<file path="src/rtl/hazard_controller.sv">
// hazard_controller
//   Sequences the ID/EX boundary of a 5-stage MIPS pipeline. Detects load-use
//   hazards between the decode instruction and a load sitting in ID/EX, freezing
//   PC and IF/ID while bubbles enter ID/EX. A taken branch squashes the
//   wrong-path instructions in IF/ID and ID/EX for FLUSH_CYCLES cycles.
//   Saturating event counters record hazards and flushes for debug.
//
// Ports
//   clk, rst_n          pipeline clock (rising edge), async active-low reset
//   id_valid/id_rs/id_rt/id_uses_rt   decode-stage instruction fields
//   ex_mem_read/ex_dest               ID/EX instruction: load flag, dest reg
//   br_resolve/br_taken               branch outcome (taken qualified by resolve)
//   pc_write, ifid_write              PC and IF/ID enables
//   ifid_flush, idex_bubble           IF/ID clear, ID/EX control zeroing
//   busy                              sequencer not in RUN
//   stall_events, flush_events        saturating event counters
//
// state | meaning
// ------+---------------------------------------------------------------
// RUN   | normal flow; hazards and taken branches handled combinationally
// STALL | remaining load-use bubble cycles; PC and IF/ID held
// FLUSH | remaining wrong-path squash cycles after a taken branch
module hazard_controller #(
    parameter int LOAD_STALL_CYCLES = 1,
    parameter int FLUSH_CYCLES      = 3,
    parameter int CNT_W             = 16
) (
    input  logic             clk,
    input  logic             rst_n,
    input  logic             id_valid,
    input  logic [4:0]       id_rs,
    input  logic [4:0]       id_rt,
    input  logic             id_uses_rt,
    input  logic             ex_mem_read,
    input  logic [4:0]       ex_dest,
    input  logic             br_resolve,
    input  logic             br_taken,
    output logic             pc_write,
    output logic             ifid_write,
    output logic             ifid_flush,
    output logic             idex_bubble,
    output logic             busy,
    output logic [CNT_W-1:0] stall_events,
    output logic [CNT_W-1:0] flush_events
);

    typedef enum logic [1:0] {
        RUN   = 2'd0,
        STALL = 2'd1,
        FLUSH = 2'd2
    } state_t;

    localparam logic [2:0]       STALL_RELOAD = 3'(LOAD_STALL_CYCLES - 1);
    localparam logic [2:0]       FLUSH_RELOAD = 3'(FLUSH_CYCLES - 1);
    localparam logic [CNT_W-1:0] CNT_MAX      = '1;

    state_t           state_q, state_d;
    logic [2:0]       cnt_q, cnt_d;
    logic [CNT_W-1:0] stall_events_q, stall_events_d;
    logic [CNT_W-1:0] flush_events_q, flush_events_d;

    logic hz;
    logic bt;

    // Register 0 is hardwired zero, so a load targeting it never creates a hazard.
    assign hz = id_valid & ex_mem_read & (ex_dest != 5'd0) &
                ((ex_dest == id_rs) | (id_uses_rt & (ex_dest == id_rt)));
    assign bt = br_resolve & br_taken;

    always_comb begin
        state_d        = state_q;
        cnt_d          = cnt_q;
        stall_events_d = stall_events_q;
        flush_events_d = flush_events_q;
        pc_write       = 1'b1;
        ifid_write     = 1'b1;
        ifid_flush     = 1'b0;
        idex_bubble    = 1'b0;

        // A taken branch wins in every state: whatever is in IF/ID and ID/EX is
        // wrong-path, and the PC must load the branch target.
        if (bt) begin
            ifid_flush  = 1'b1;
            idex_bubble = 1'b1;
            if (flush_events_q != CNT_MAX) begin
                flush_events_d = flush_events_q + 1'b1;
            end
            if (FLUSH_CYCLES > 1) begin
                state_d = FLUSH;
                cnt_d   = FLUSH_RELOAD;
            end else begin
                state_d = RUN;
            end
        end else begin
            case (state_q)
                RUN: begin
                    if (hz) begin
                        pc_write    = 1'b0;
                        ifid_write  = 1'b0;
                        idex_bubble = 1'b1;
                        if (stall_events_q != CNT_MAX) begin
                            stall_events_d = stall_events_q + 1'b1;
                        end
                        if (LOAD_STALL_CYCLES > 1) begin
                            state_d = STALL;
                            cnt_d   = STALL_RELOAD;
                        end
                    end
                end
                STALL: begin
                    // The hazard is already being served; it is not re-counted.
                    pc_write    = 1'b0;
                    ifid_write  = 1'b0;
                    idex_bubble = 1'b1;
                    if (cnt_q <= 3'd1) begin
                        state_d = RUN;
                    end else begin
                        cnt_d = cnt_q - 3'd1;
                    end
                end
                FLUSH: begin
                    ifid_flush  = 1'b1;
                    idex_bubble = 1'b1;
                    if (cnt_q <= 3'd1) begin
                        state_d = RUN;
                    end else begin
                        cnt_d = cnt_q - 3'd1;
                    end
                end
                default: begin
                    state_d = RUN;
                end
            endcase
        end
    end

    always_ff @(posedge clk or negedge rst_n) begin
        if (!rst_n) begin
            state_q        <= RUN;
            cnt_q          <= 3'd0;
            stall_events_q <= '0;
            flush_events_q <= '0;
        end else begin
            state_q        <= state_d;
            cnt_q          <= cnt_d;
            stall_events_q <= stall_events_d;
            flush_events_q <= flush_events_d;
        end
    end

    assign busy         = (state_q != RUN);
    assign stall_events = stall_events_q;
    assign flush_events = flush_events_q;

endmodule

</file>
<file path="config.mk">
export PLATFORM = sky130hd
export DESIGN_NAME = hazard_controller
export DESIGN_NICKNAME = d
export VERILOG_FILES = /design/src/rtl/hazard_controller.sv
export SDC_FILE = /design/constraint.sdc
export NUM_CORES = 1
export LEC_CHECK = 0
export BUFFER_PORTS_ARGS = -buffer_cell sky130_fd_sc_hd__buf_4
export CORE_MARGIN = 2
export CORE_UTILIZATION = 48
export CTS_BUF_LIST = sky130_fd_sc_hd__clkbuf_2
export DETAILED_ROUTE_END_ITERATION = 8
export GPL_ROUTABILITY_DRIVEN = 0
export PLACE_DENSITY = 0.78
export SLEW_MARGIN = 20
export SYNTH_ARGS = -nofsm -noshare
export SYNTH_HDL_FRONTEND = slang
export SYNTH_SLANG_ARGS = --single-unit
</file>
<file path="constraint.sdc">
create_clock -name clk -period 1.7 [get_ports clk]
set_clock_uncertainty 0.05 [all_clocks]
set_input_delay 0.17 -clock clk [delete_from_list [all_inputs] [get_ports clk]]
set_output_delay 0.17 -clock clk [all_outputs]
set_load 0.05 [all_outputs]
</file>
Word level (Yosys, flattened, before mapping)
Cells that the tools add are included.
- register bits: 37
- input bits: 22
- word-level logic and storage cells: 47
- add/subtract/negate cells: 3
- magnitude comparators: 1
- eq/ne operators: 9
- muxes and demuxes: 14
- bitwise operators: 7
- reductions and logical operators: 9
- operator list (kind ; number):
    $add 16x1->16 const B ; 2
    $ne 16x16->1 const B ; 2
    $eq 5x5->1 ; 2
    $mux 3 ; 3
    $mux 1 ; 6
    $reduce_and 2->1 ; 3
    $and 1x1->1 ; 5
    $reduce_bool 5->1 ; 1
    $mux 2 ; 2
    $ne 2x2->1 const B ; 2
    $pmux 1 s2 ; 2
    $pmux 2 s2 ; 1
    $reduce_and 4->1 ; 1
    $reduce_bool 2->1 ; 2
    $le 3x1->1 const B ; 1
    $ne 3x1->1 const B ; 1
    $sub 3x1->3 const B ; 1
    $eq 2x1->1 const B ; 1
    $eq 2x2->1 const B ; 1
    $logic_not 2->1 ; 1
    $reduce_or 2->1 ; 1
    $not 1->1 ; 1
    $or 1x1->1 ; 1

Longest topological paths before layout
- depth in word-level cells: 7
- mapped depth: 7
- mapped depth without buffers: 7

Worst setup path before layout
No wires, ideal clock.
- path kind: reg2reg
- start point: reg flush_events_q[0] (netlist: flush_events[0])
- end point: reg flush_events_q[14] (netlist: flush_events[14])
- library setup time: 82 ps
- arrival: 1940 ps
- required time: 1568 ps
- path slack: -372 ps
- stages on the path, launching flop included: 6
- buffers on the path: 0
- clock period less this slack: 2072 ps
- path through: dfrtp_1 -> ha_1 -> nand3_1 -> or4_4 -> nor3_1 -> xor2_1
- word-level cells in the longest chain between the ends: 2
- RTL lines (what ; RTL line ; text):
    from (decl) ; 60 ; logic [CNT_W-1:0] flush_events_q, flush_events_d;
    from (signal assigned) ; 147 ; flush_events_q <= flush_events_d;
    branches (longest 2 deep; another with $add 16x1->16) ; -- ;
Several ways; the timed one is not identified.
A chain may end at the register's enable or synchronous reset.

Worst setup path in the final report
- start point: reg stall_events_q[9] (netlist: stall_events[9])
- end point: reg stall_events_q[1] (netlist: stall_events[1])
- word-level cells in the longest chain between the ends: 2
- RTL lines (what ; RTL line ; text):
    from (decl) ; 59 ; logic [CNT_W-1:0] stall_events_q, stall_events_d;
    from (signal assigned) ; 146 ; stall_events_q <= stall_events_d;
    $ne 16x16->1 ; 101 ; if (stall_events_q != CNT_MAX) begin
    $reduce_and 4->1 (no line) ; -- ;
No other way between the ends.

==> impl_metrics.tcl <==
set metrics [dict create \
    fin_nets 314 \
    setup-violations-final 2 \
    critPathKind "register to register" \
    cp-start-kind "register" \
    p_leak_nw 1.36 \
    cts_sinks 36 \
    min_period_ns 1.71 \
    p_sw_mw 1.23 \
    grt_use_total 0.205 \
    post_drt_wl_per_cell_microns 13.4 \
    powerDensity_mw_per_mm2 1020 \
    io_pins 59 \
    start_util 0.496 \
    cp_cell_sequence "and4_4 -> nand4_1 -> nor3_4 -> nor3b_4 -> mux2_4" \
    slew_violations 0 \
    final_antenna_net_count 0 \
    syn_area_sq_mm 0.00198 \
    drc_errors 0 \
    num_rows 23 \
    grt_pass1_wl_mm 7.18 \
    drt_wl_total_mm 4.53 \
    drt_iter0_drc 67 \
    final_cell_mix "90 x buf_4, 33 x xnor2_1, 29 x dfrtp_2" \
    r2r-end "stall_events[1]$_DFFE_PN0P_" \
    cts.path.max_buffers 2 \
    first_pass_iters 4 \
    num_vias 1769 \
    port_buffers 58 \
    die_y_microns 68.3 \
    worstHoldStart "br_taken" \
    cts_tree "yes" \
    p_comb_frac 0.451 \
    drive_gt1_frac 0.554 \
    ys_types 39 \
    antennaDiodeCount 0 \
    grt_max_degree 37 \
    hold-path-endpoint "state_q[1]$_DFFE_PN0P_" \
    min_path_type "input port to register" \
    reg2reg_depth 5 \
    vias_per_cell 5.22 \
    relSlewSlack 0.694 \
    antenna_found_initial 0 \
    regToRegStartpoint "stall_events[9]$_DFFE_PN0P_" \
    mostFrequentLayoutCell "buf_4" \
    p_sw_frac 0.400 \
    area_growth_pct 52.6 \
    ys_seq_area_frac 0.454 \
    worstMarginPinSlew_ns 0.459 \
    ctsHtreeMaxLevel 2 \
    grt_pass1_vias 1683 \
    avgSynthCellArea_sq_um 10.7 \
    setup_slack_ns -0.00642 \
    die_x_microns 68.3 \
    place_hpwl_mm 3.30 \
    end_kind "register" \
    p_seq_frac 0.371 \
    clkPwrFrac 0.177 \
    hold_viol 0 \
    critical_path_arrival_ns 1.95 \
    synth_warnings 0 \
    root_buffer "clkbuf_2" \
    coreArea_sq_mm 0.00400 \
    power.total_mw 3.08 \
    cp_max_fo 7 \
    violations "negative setup slack" \
    drv_cap 0 \
    fin_crit_sh 1.00 \
    r2r_slack_ns -0.006 \
    worst_path_max_delay_cell "dfrtp_2" \
    cpPeakStageDelay_ns 0.43 \
    syn-num-nets 211 \
    clk_pin_slew_ns 0.19 \
    whs_path_depth 3 \
    peakVddDrop_uv 452 \
    fmax_mhz 586 \
    clkLatencyLatePin_ns 0.39 \
    syn_inst 185 \
    die_area_sq_mm 0.00466 \
    holdWs_ns 0.122 \
    intPower_mw 1.85 \
    rsz0062_at_grt "true" \
    cp_data_required_time_ns 1.94 \
    grt_overflow 0 \
    status "complete, but fails checks" \
    cts_made_buffers 5 \
    ys_seq_elements 36 \
]
## Yosys cell counts
library cell,count,area [sq um]
dfrtp_1,36,901
xnor2_1,34,298
nand2_1,18,67.6
nand3_1,12,60.1
nand4_1,10,62.6
nor2_1,9,33.8
or4b_1,6,60.1
inv_1,5,18.8
xor2_1,5,43.8
a21oi_1,4,20.0
and3_1,4,25.0
ha_1,4,50.1
nor3_1,4,20.0
and4_1,3,26.3
and2_1,2,12.5
buf_4,2,15.0
mux2_1,2,22.5
o211ai_1,2,15.0
o21ai_0,2,10.0
or4_4,2,22.5
a21oi_2,1,8.76
a31oi_1,1,6.26
and2_0,1,6.26
buf_6,1,11.3
mux2_2,1,11.3
mux2_4,1,15.0
nand2b_1,1,6.26
nand3_2,1,10.0
nand3b_1,1,7.51
nand4_2,1,12.5
nand4b_1,1,8.76
nor3_4,1,16.3
nor3b_1,1,7.51
nor3b_2,1,12.5
nor4_1,1,6.26
nor4b_1,1,8.76
o211ai_4,1,21.3
o21ba_2,1,10.0
o22ai_2,1,12.5
## sequential cells by signal, indices dropped and copies added, names as in the netlist
signal        flops
flush_events     16
stall_events     16
cnt_q             3
state_q           1
## worst max-delay path by stage
stage	start	end	slack, ns
finish	stall_events[9]$_DFFE_PN0P_	stall_events[1]$_DFFE_PN0P_	-0.006
global route	stall_events[9]$_DFFE_PN0P_	stall_events[1]$_DFFE_PN0P_	-0.08
CTS	ex_dest[1]	pc_write	-0.02
detailed placement	ex_dest[2]	stall_events[10]$_DFFE_PN0P_	-0.12
global placement	ex_dest[1]	stall_events[12]$_DFFE_PN0P_	-0.09
floorplan	stall_events[2]$_DFFE_PN0P_	stall_events[2]$_DFFE_PN0P_	-0.07
## per-layer routing
metal	track usage	routed length (microns)	up-vias
met5	0	0	-
met2	0.381	2400	52
met3	0.0362	247	5
met4	0.0725	46	0
li1	-	-	859
met1	0.233	1830	853
## layout make-up
| class | instances | area (sq um) |
|---|---|---|
| Fill cell | 295 | 973 |
| Clock buffer | 6 | 30.0 |
| Inverter | 5 | 18.8 |
| Timing Repair Buffer | 99 | 773 |
| Multi-Input combinational cell | 141 | 1170 |
| Tap cell | 50 | 62.6 |
| Sequential cell | 36 | 937 |
| Clock inverter | 2 | 35.0 |
## power groups by stage
stage	registers, mW	logic (mW)	clock network, mW
6_report	1.15	1.39	0.547
2_1_floorplan	1.52	0.456	0
5_1_grt	1.17	1.50	0.588
3_3_place_gp	1.15	1.31	0
4_1_cts	1.14	1.36	0.560
3_5_place_dp	1.16	1.33	0
## cell families after synthesis
family                   count (synthesis)  synth area share
multiplexers                             4            0.0246
XOR/XNOR                                39             0.172
buffers and inverters                    8            0.0227
AND/OR/NAND/NOR                         81             0.249
AO/OA/AOI/OAI                           13            0.0524
adder cells (fa/ha/maj)                  4            0.0252
flip-flops                              36             0.454
## repair_timing
action / in CTS / in global routing
endpoints found under the setup margin: 6 / 21
gates cloned: 0 / 0
pin swaps: 1 / 12
resized for setup: 1 / 18
hold buffers: 3 / 0
setup buffers: 2 / 6
hold endpoints to repair: 38 / 0
## worst max-delay path: cells and delay by family (launching register included)
| family | cells | cell delay (ns) |
|---|---|---|
| muxes | 1 | 0.30 |
| DFF | 1 | 0.43 |
| and+or+nand+nor | 4 | 0.82 |
## through the flow
stage               std cells  worst slack [ns]  TNS (ns)  utilization  cell area (sq um)
finish                    339          -0.00642  -0.00754        0.757               3030
global route              339           -0.0838    -0.537        0.757               3030
CTS                       334           -0.0159   -0.0316        0.724               2900
detailed placement        321            -0.119    -0.978        0.696               2780
global placement          321           -0.0874    -0.485        0.696               2780
floorplan                 185           -0.0680    -0.717            -               2080
Power figures use the tool's default switching activity.
